===== config.mk =====
export PLATFORM = sky130hd
export DESIGN_NAME = seq_multiplier_param
export DESIGN_NICKNAME = d
export VERILOG_FILES = /design/src/rtl/seq_multiplier_param.sv
export SDC_FILE = /design/constraint.sdc
export NUM_CORES = 1
export LEC_CHECK = 0
export BUFFER_PORTS_ARGS = -buffer_cell sky130_fd_sc_hd__buf_2
export CORE_ASPECT_RATIO = 1.25
export CORE_UTILIZATION = 54
export DETAILED_ROUTE_END_ITERATION = 7
export PLACE_DENSITY = 0.77
export SYNTH_ARGS = -nofsm -noshare
export SYNTH_HDL_FRONTEND = slang
export SYNTH_SLANG_ARGS = --single-unit

===== constraint.sdc =====
create_clock -name clk -period 3 [get_ports clk]
set_clock_uncertainty 0.05 [all_clocks]
set_input_delay 0.15 -clock clk [delete_from_list [all_inputs] [get_ports clk]]
set_output_delay 0.15 -clock clk [all_outputs]
set_load 0.05 [all_outputs]

===== src/rtl/seq_multiplier_param.sv =====
// seq_multiplier_param: iterative shift-and-add multiplier with a WIDTH
// parameter, signed/unsigned mode per operation, a busy flag, and a held
// registered result. The controller FSM, iteration counter and datapath
// all live in this one module.
module seq_multiplier_param #(
    parameter int WIDTH = 16,
    parameter int CNT_W = $clog2(WIDTH + 1)
) (
    input  logic                 clk,
    input  logic                 reset,
    input  logic                 init,
    input  logic                 signed_mode,
    input  logic [WIDTH-1:0]     multiplicand,
    input  logic [WIDTH-1:0]     multiplier,
    output logic [2*WIDTH-1:0]   result,
    output logic                 busy,
    output logic                 done
);

    typedef enum logic [1:0] {IDLE, CALC, FIN} state_t;

    state_t               state_q, state_d;
    logic [2*WIDTH-1:0]   acc_q, acc_d;
    logic [2*WIDTH-1:0]   mcand_q, mcand_d;
    logic [WIDTH-1:0]     mreg_q, mreg_d;
    logic [CNT_W-1:0]     cnt_q, cnt_d;
    logic                 neg_q, neg_d;
    logic [2*WIDTH-1:0]   result_q, result_d;
    logic                 busy_q, busy_d;
    logic                 done_q, done_d;

    // Operand magnitudes. In signed mode a negative operand is negated at
    // WIDTH bits; the most negative value wraps onto itself, which read as
    // unsigned is exactly its magnitude 2^(WIDTH-1).
    logic [WIDTH-1:0] a_abs, b_abs;
    logic             a_neg, b_neg;

    // Magnitude and sign extraction for the operands at the accept edge
    always_comb begin
        a_neg = signed_mode & multiplicand[WIDTH-1];
        b_neg = signed_mode & multiplier[WIDTH-1];
        a_abs = a_neg ? (~multiplicand + 1'b1) : multiplicand;
        b_abs = b_neg ? (~multiplier + 1'b1) : multiplier;
    end

    // Next-state and datapath: accept in IDLE, one add/shift per CALC
    // cycle, apply the sign and publish the product in FIN
    always_comb begin
        state_d  = state_q;
        acc_d    = acc_q;
        mcand_d  = mcand_q;
        mreg_d   = mreg_q;
        cnt_d    = cnt_q;
        neg_d    = neg_q;
        result_d = result_q;
        busy_d   = busy_q;
        done_d   = 1'b0;
        case (state_q)
            IDLE: begin
                if (init) begin
                    mcand_d = {{WIDTH{1'b0}}, a_abs};
                    mreg_d  = b_abs;
                    neg_d   = a_neg ^ b_neg;
                    acc_d   = '0;
                    cnt_d   = CNT_W'(WIDTH);
                    busy_d  = 1'b1;
                    state_d = CALC;
                end
            end
            CALC: begin
                if (mreg_q[0]) begin
                    acc_d = acc_q + mcand_q;
                end
                mcand_d = mcand_q << 1;
                mreg_d  = mreg_q >> 1;
                cnt_d   = cnt_q - 1'b1;
                if (cnt_q == CNT_W'(1)) begin
                    state_d = FIN;
                end
            end
            FIN: begin
                // Full 2*WIDTH product is exact, so negation never overflows.
                result_d = neg_q ? (~acc_q + 1'b1) : acc_q;
                done_d   = 1'b1;
                busy_d   = 1'b0;
                state_d  = IDLE;
            end
            default: begin
                state_d = IDLE;
                busy_d  = 1'b0;
            end
        endcase
    end

    // State registers; reset aborts any operation and clears the result
    always_ff @(posedge clk) begin
        if (reset) begin
            state_q  <= IDLE;
            acc_q    <= '0;
            mcand_q  <= '0;
            mreg_q   <= '0;
            cnt_q    <= '0;
            neg_q    <= 1'b0;
            result_q <= '0;
            busy_q   <= 1'b0;
            done_q   <= 1'b0;
        end else begin
            state_q  <= state_d;
            acc_q    <= acc_d;
            mcand_q  <= mcand_d;
            mreg_q   <= mreg_d;
            cnt_q    <= cnt_d;
            neg_q    <= neg_d;
            result_q <= result_d;
            busy_q   <= busy_d;
            done_q   <= done_d;
        end
    end

    assign result = result_q;
    assign busy   = busy_q;
    assign done   = done_q;

endmodule


==> summary.txt, run 1 <==
Route
  – Vias post-DR: 6645
  – DRT iter0 DRCs: 330
  – ANT nets after route: 0
  – Number of remaining DRC errors: 0
  – Iteration count of the initial detailed-routing pass: 5
  – DR vias/cell: 5.763
  – WL per Instance: 14.27 um
  – Final WL: 16460 um

GRT
  – First-pass GRT wire length: 27280 um
  – Total grt overflow: 0
  – GRT Overall Usage: 24.59%
  – Vias in the first global route: 5898
  – Largest net degree at the start of global routing: 70
  – Initial antenna violation count: 0

Timing
  – Period utilization: 95.74%
  – Max-slew headroom: 25.95%
  – Tmin final: 2.872 ns
  – Setup TNS after final layout: 0 ns
  – Slew at the pin closest to its max-slew limit: 1.109 ns
  – Slew Viols, Final: 0
  – RSZ-0062 raised after global routing: false
  – Highest clock rate: 348.2 MHz
  – Final Hold Viols: 0
  – Final setup fails: 0

Place
  – Gpl congestion: 0.9292
  – DPL Wire Length: 11670 um
  – PortBufs: 69
  – Placement Cell Area: 7742 um2

Synthesis
  – Yosys cell types: 57
  – Share of synthesized flip-flops with an asynchronous set or reset: 0%
  – Synth warnings: 0
  – Syn_area_per_cell: 7.994 um2
  – #FFs+latches synth: 122
  – Post-synth EDFFs: 0
  – Mapped cell area: 7154 um2
  – Syn Nets: 968
  – Sequential-to-total area share from yosys stat: 34.14%
  – Cells after Synth: 895
  – Synth Flop Type: dfxtp_1

Setup path
  – Critical R2R Launch: acc_q[0]
  – Critical Path AT: 3.15 ns
  – Req. time, crit path: 3.28 ns
  – Worst setup EP type: flip-flop
  – Reg2Reg Setup Slack: 0.13 ns
  – Worst path most repeated cell: or4_4
  – Critical path peak fanout: 7
  – Setup CP Type: reg2reg
  – Slowest CP cell: or4_4
  – CP bufs+invs: 1
  – CP peak stage delay: 0.48 ns
  – Worst Setup SP: acc_q[0]
  – Crit-path leading delay family: simple AND/OR/NAND/NOR gates
  – Worst Setup Start Kind: flip-flop
  – Critical path, cell by cell: inv_1 > ha_1 > or3b_4 > nor2b_4 > nand3_2 > or4_4 > or4_4 > o31ai_2 > xor2_1 > a211oi_1

Die
  – Chip Width: 105.0 um
  – Initial core utilization: 55.99%
  – Core ar.: 12780 um2
  – Die area: 13720 um2
  – Number of core rows: 46
  – Die H: 130.7 um
  – I/O pins: 70

CTS
  – Longest Clk Path Bufs: 2
  – Post-CTS Setup Inserts: 0
  – Clock tree from TritonCTS: done
  – Sink Count: 122
  – CTS Buf Count: 17
  – H-tree depth: 4
  – CTS clk-pin slew, worst paths: 0.05 ns
  – Clock latency on the worst-skew pair: 0.42 ns
  – CTS Root Buffer Type: clkbuf_16

Final layout
  – Final nets: 1046
  – Area taken by multi-input logic gates: 4521 um2
  – Final Instance Area: 8572 um2
  – Ant diodes: 0
  – FILL cells: 1101
  – Area Growth Syn to Fin: 19.81%
  – Share of cells above drive strength 1: 15.33%
  – Register area: 2446 um2

Job
  – Maxcap violations: 0

Pwr
  – Sw Share: 23.18%
  – Clock group share of total power: 50.9%
  – Worst VDD drop: 0.2775 mV
  – Comb power frac: 10.5%
  – Pwr per Cell Area: 521.2 nW/um2
  – Int Pwr: 3.432 mW
  – Sequential Power Share: 38.7%
  – Design Power: 4.468 mW
  – Leakage: 3.620 nW
  – P_sw: 1.036 mW

Outcome
  – Status: complete, no violations

Min path
  – HP Class: in2reg
  – Hold_sp: multiplicand[6]
[flip-flops by register name, summed over array words and instances (netlist names)]
signal and flops:
state_q 2, cnt_q 5, done 1, busy 1
result 32, mreg_q 16, neg_q 1, mcand_q 32
acc_q 32
[power groups by stage]
stage | sequential (mW) | clock [mW] | combinational (mW)
finish | 1.73 | 2.27 | 0.467
global placement | 1.76 | 0 | 0.444
global route | 1.73 | 2.37 | 0.520
detailed placement | 1.76 | 0 | 0.450
floorplan | 1.76 | 0 | 0.312
CTS | 1.73 | 2.30 | 0.465
[metal layers]
metal	vias to the layer above	wire, um	global-route usage [%]
li1	3419	-	-
met1	3006	7584	31.10
met2	194	7700	41.76
met3	26	875	4.563
met4	0	295	9.776
met5	-	0	0
[worst reg2reg max path, stage by stage (launching register included)]
cell and delay (ns):
dfxtp_2 0.35, inv_1 0.07, ha_1 0.16, or3b_4 0.42, nor2b_4 0.13, nand3_2 0.09
or4_4 0.46, or4_4 0.48, o31ai_2 0.27, xor2_1 0.09, a211oi_1 0.21
[timing repair]
action | 4_1_cts | 5_1_grt
setup endpoints to repair | 1 | 11
gates resized for setup | 1 | 12
hold buffers | 13 | 0
endpoints found under the hold margin | 13 | 0
pin swaps | 0 | 1
[cell type report]
cell class	count	area share [%]
timing repair buffer	107	7.765
tap	168	2.452
inverter	18	0.7882
multi-input combinational	707	52.74
clock inverter	7	1.868
clock buffer	24	5.853
sequential	122	28.54
[stage by stage]
stage | util [%] | hold slack, ns | setup WS [ns] | instances
2_1_floorplan | - | 0.2360 | 0.1796 | 895
3_3_place_gp | 60.60 | 0.3817 | 0.1026 | 1109
3_5_place_dp | 60.60 | 0.3864 | 0.02458 | 1109
4_1_cts | 66.79 | 0.002905 | 0.01084 | 1153
5_1_grt | 67.09 | 0.02305 | 0.01477 | 1153
6_report | 67.09 | 0.01620 | 0.1279 | 1153
[synth_stat cells (all sizes together), types with 2 or more instances]
cell / instances / area [um2]
nand3: 35 / 180.2
buf: 7 / 26.28
nor2b: 9 / 63.81
a211oi: 35 / 262.8
a41oi: 2 / 17.52
a32o: 5 / 50.05
o21bai: 3 / 22.52
o21ai: 41 / 205.2
or3: 8 / 50.05
a221oi: 2 / 17.52
ha: 36 / 450.4
mux2i: 3 / 30.03
dfxtp: 122 / 2442
xnor2: 21 / 183.9
nor3: 18 / 95.09
a21oi: 93 / 465.5
o311a: 2 / 20.02
a31oi: 8 / 50.05
clkbuf: 41 / 153.9
nand2: 97 / 364.1
inv: 18 / 67.56
or4: 9 / 82.58
xor2: 56 / 490.5
nand3b: 4 / 30.03
o41ai: 5 / 51.30
a32oi: 2 / 17.52
nand4: 3 / 18.77
o21a: 7 / 52.55
nor3b: 7 / 52.55
a21boi: 3 / 22.52
nand2b: 5 / 31.28
o211ai: 3 / 22.52
o31a: 2 / 17.52
nor2: 93 / 349.1
or2: 2 / 12.51
a22oi: 41 / 307.8
and2: 7 / 43.79
o31ai: 12 / 95.09
a21o: 10 / 75.07
nor4: 8 / 56.30
[kinds of logic after synthesis]
family / count (synthesis) / synth area share [%]
AOI/OAI and AO/OA: 281 / 25.45
xor gates and xnor gates: 77 / 9.426
adders and majority gates: 37 / 6.576
and+or+nand+nor: 309 / 20.53
muxes: 3 / 0.4197
DFF: 122 / 34.14
buffers and inverters: 66 / 3.463
[worst paths after layout]
path	endpoint	depth (start not counted)
max	result[28]	10
min	mcand_q[6]	4
max reg2reg	result[28]	10
min reg2reg	mreg_q[2]	2
[cells in the final DEF, fill, tap and decap left out, types with 4 or more instances in the layout]
cell type	n
a211oi_1	34
a21o_1	10
a21oi_1	92
a22oi_1	41
a31oi_1	8
a32o_1	5
and2_1	6
buf_2	68
buf_4	26
bufinv_16	5
clkbuf_16	17
clkbuf_8	5
dfxtp_1	119
dlygate4sd3_1	13
ha_1	36
inv_1	17
nand2_1	97
nand2b_1	5
nand3_1	34
nand3b_1	4
nor2_1	91
nor2b_1	7
nor3_1	17
nor3b_1	6
nor4_1	6
o21a_1	7
o21ai_0	40
o31ai_1	11
o41ai_1	4
or3_1	8
or4_1	5
or4_4	4
xnor2_1	21
xor2_1	56
No activity file was read; power rests on OpenSTA's default activity.
==> run 2, diff against run 1 <==
--- a/config.mk
+++ b/config.mk
@@ -10,6 +10,7 @@
 export CORE_UTILIZATION = 54
 export DETAILED_ROUTE_END_ITERATION = 7
 export PLACE_DENSITY = 0.77
+export SETUP_SLACK_MARGIN = 0.4
 export SYNTH_ARGS = -nofsm -noshare
 export SYNTH_HDL_FRONTEND = slang
 export SYNTH_SLANG_ARGS = --single-unit
==> run 2 against run 1 <==
Against the previous run:
- non-clock buffer count rose by 18
- total power fell by 9.9%
- register-to-register slack lost 0.07 ns
- cell area grew 6.1%
- clock power down 22%
==> summary.txt, run 2 (synthesis gave the netlist of run 1 again) <==
Outcome
  – Status: complete, no violations

Timing
  – Highest clock rate: 339.6 MHz
  – Setup TNS after final layout: 0 ns
  – Slew at the pin closest to its max-slew limit: 0.6041 ns
  – Final Hold Viols: 0
  – Final setup fails: 0
  – Tmin final: 2.944 ns
  – Slew Viols, Final: 0
  – Period utilization: 98.15%
  – RSZ-0062 raised after global routing: true
  – Hold WS: 0.007156 ns
  – Max-slew headroom: 59.73%

Place
  – PortBufs: 69
  – DPL Wire Length: 12060 um
  – Placed insts: 1108
  – Gpl congestion: 0.8777

Setup path
  – Worst R2R Path Depth: 11
  – Worst Setup Start Kind: flip-flop
  – Critical Path AT: 3.21 ns
  – Req. time, crit path: 3.27 ns
  – Setup CP Type: reg2reg
  – Worst path most repeated cell: or4_4
  – Worst setup EP type: flip-flop
  – Critical path peak fanout: 5
  – Terminus of the critical flop-to-flop path: result[28]
  – Reg2Reg Setup Slack: 0.06 ns
  – Slowest CP cell: or4_4
  – Critical R2R Launch: acc_q[0]
  – Critical path, cell by cell: inv_4 > ha_4 > or3b_4 > nor2b_4 > nand3_2 > or4_4 > or4_4 > buf_12 > o31ai_4 > xor2_1 > a211oi_1
  – CP peak stage delay: 0.55 ns

Die
  – I/O pins: 70
  – Die area: 13720 um2
  – Chip Width: 105.0 um
  – Initial core utilization: 55.99%
  – Die H: 130.7 um
  – Number of core rows: 46
  – Core ar.: 12780 um2

Final layout
  – Most frequent cells in the layout: 100 x dfxtp_1, 97 x nand2_1, 90 x nor2_1, 83 x a21oi_1, 68 x buf_2
  – Final nets: 1064
  – Share of cells above drive strength 1: 24.73%
  – Area Growth Syn to Fin: 27.09%
  – Core Util, Final: 71.16%
  – Most common cell after layout, fill and taps aside: dfxtp_1
  – Final non-filler cell total: 1171
  – Ant diodes: 0
  – FILL cells: 1030

Route
  – WL per Instance: 16.21 um
  – Vias post-DR: 6923
  – Final WL: 18980 um
  – Iteration count of the initial detailed-routing pass: 5
  – DRT iter0 DRCs: 524
  – Number of remaining DRC errors: 0
  – DR vias/cell: 5.912
  – ANT nets after route: 0

CTS
  – CTS Buf Count: 17
  – CTS Root Buffer Type: clkbuf_16
  – Longest Clk Path Bufs: 2
  – H-tree depth: 4
  – Clock tree from TritonCTS: done
  – CTS clk-pin slew, worst paths: 0.05 ns
  – Clock latency on the worst-skew pair: 0.41 ns
  – Sink Count: 122

Pwr
  – Pwr per Cell Area: 442.6 nW/um2
  – Worst VDD drop: 0.5189 mV
  – Leakage: 3.716 nW
  – Design Power: 4.024 mW

Min path
  – Hold path cells: 4
  – Hold endpoint: mcand_q[9]
  – HP Class: in2reg
  – Hold_sp: multiplicand[9]

GRT
  – Vias in the first global route: 6049
  – Initial antenna violation count: 0
  – Largest net degree at the start of global routing: 65
  – Total grt overflow: 0
  – First-pass GRT wire length: 28350 um
  – GRT Overall Usage: 25.74%

Job
  – Maxcap violations: 0
## run 2: cell types whose count changed in the layout (fill, tap and decap cells not counted), moves of 5 or more
| cell | previous run | this run |
|---|---|---|
| ha_2 | 0 | 7 |
| buf_4 | 26 | 45 |
| o21ai_0 | 40 | 32 |
| dlygate4sd3_1 | 13 | 5 |
| dfxtp_1 | 119 | 100 |
| buf_6 | 0 | 6 |
| ha_1 | 36 | 19 |
| a21oi_1 | 92 | 83 |
| a21oi_4 | 0 | 6 |
| nor4_4 | 0 | 5 |
| dfxtp_2 | 3 | 19 |
| bufinv_16 | 5 | 0 |
| ha_4 | 0 | 10 |
## run 2: stage by stage
stage / setup slack, ns / cell area, um2
final: 0.05556 / 9092
after CTS: 0.1292 / 8613
after floorplan: 0.2271 / 7191
after global routing: -0.06713 / 9092
after global placement: 0.1308 / 7771
after detailed placement: 0.05330 / 7771
## run 2: worst max path at each step
stage / slack, ns / cells after the start / end / from
3_5_place_dp: 0.05 / 10 / result[26] / acc_q[1]
2_1_floorplan: 0.23 / 10 / result[26] / acc_q[1]
4_1_cts: 0.13 / 10 / result[26] / acc_q[0]
6_report: 0.06 / 11 / result[28] / acc_q[0]
3_3_place_gp: 0.13 / 10 / result[26] / acc_q[1]
5_1_grt: -0.07 / 10 / result[26] / acc_q[0]
## run 2: power breakdown
group          switching [mW]  internal, mW
combinational           0.315         0.201
clock                   0.698          1.08
sequential             0.0500          1.68
total                    1.06          2.96
## run 2: layer usage
layer | track usage [%] | up-vias | part of all wire (%)
li1 | - | 3458 | -
met1 | 32.27 | 3162 | 43
met2 | 44.14 | 258 | 48
met3 | 4.018 | 45 | 5.5
met4 | 11.35 | 0 | 3.1
met5 | 0 | - | 0
## run 2: repair_timing
action | in CTS | in global routing
setup endpoints to repair | 16 | 25
hold buffers | 5 | 0
endpoints found under the hold margin | 5 | 0
setup buffers | 12 | 15
resized for setup | 44 | 76
pin swaps | 9 | 37
## run 2: final cells by class
type                    instances  area, um2  share of cell area, %
inverters                      18      72.57                 0.7981
clock inverters                 8      47.55                 0.5229
well taps                     168      210.2                  2.312
clock buffers                  23      467.9                  5.147
repair buffers                125      815.8                  8.972
flip-flops and latches        122       2477                  27.25
multi-input cells             707       5001                  55.00
## run 2: worst max-delay path, delay by kind of cell, from the launching register on
family	cells	cell delay (ns)
adder cells (fa/ha/maj)	1	0.12
buffers and inverters	2	0.23
AO/OA/AOI/OAI	2	0.38
AND/OR/NAND/NOR	5	1.63
flip-flops	1	0.37
XOR/XNOR	1	0.09
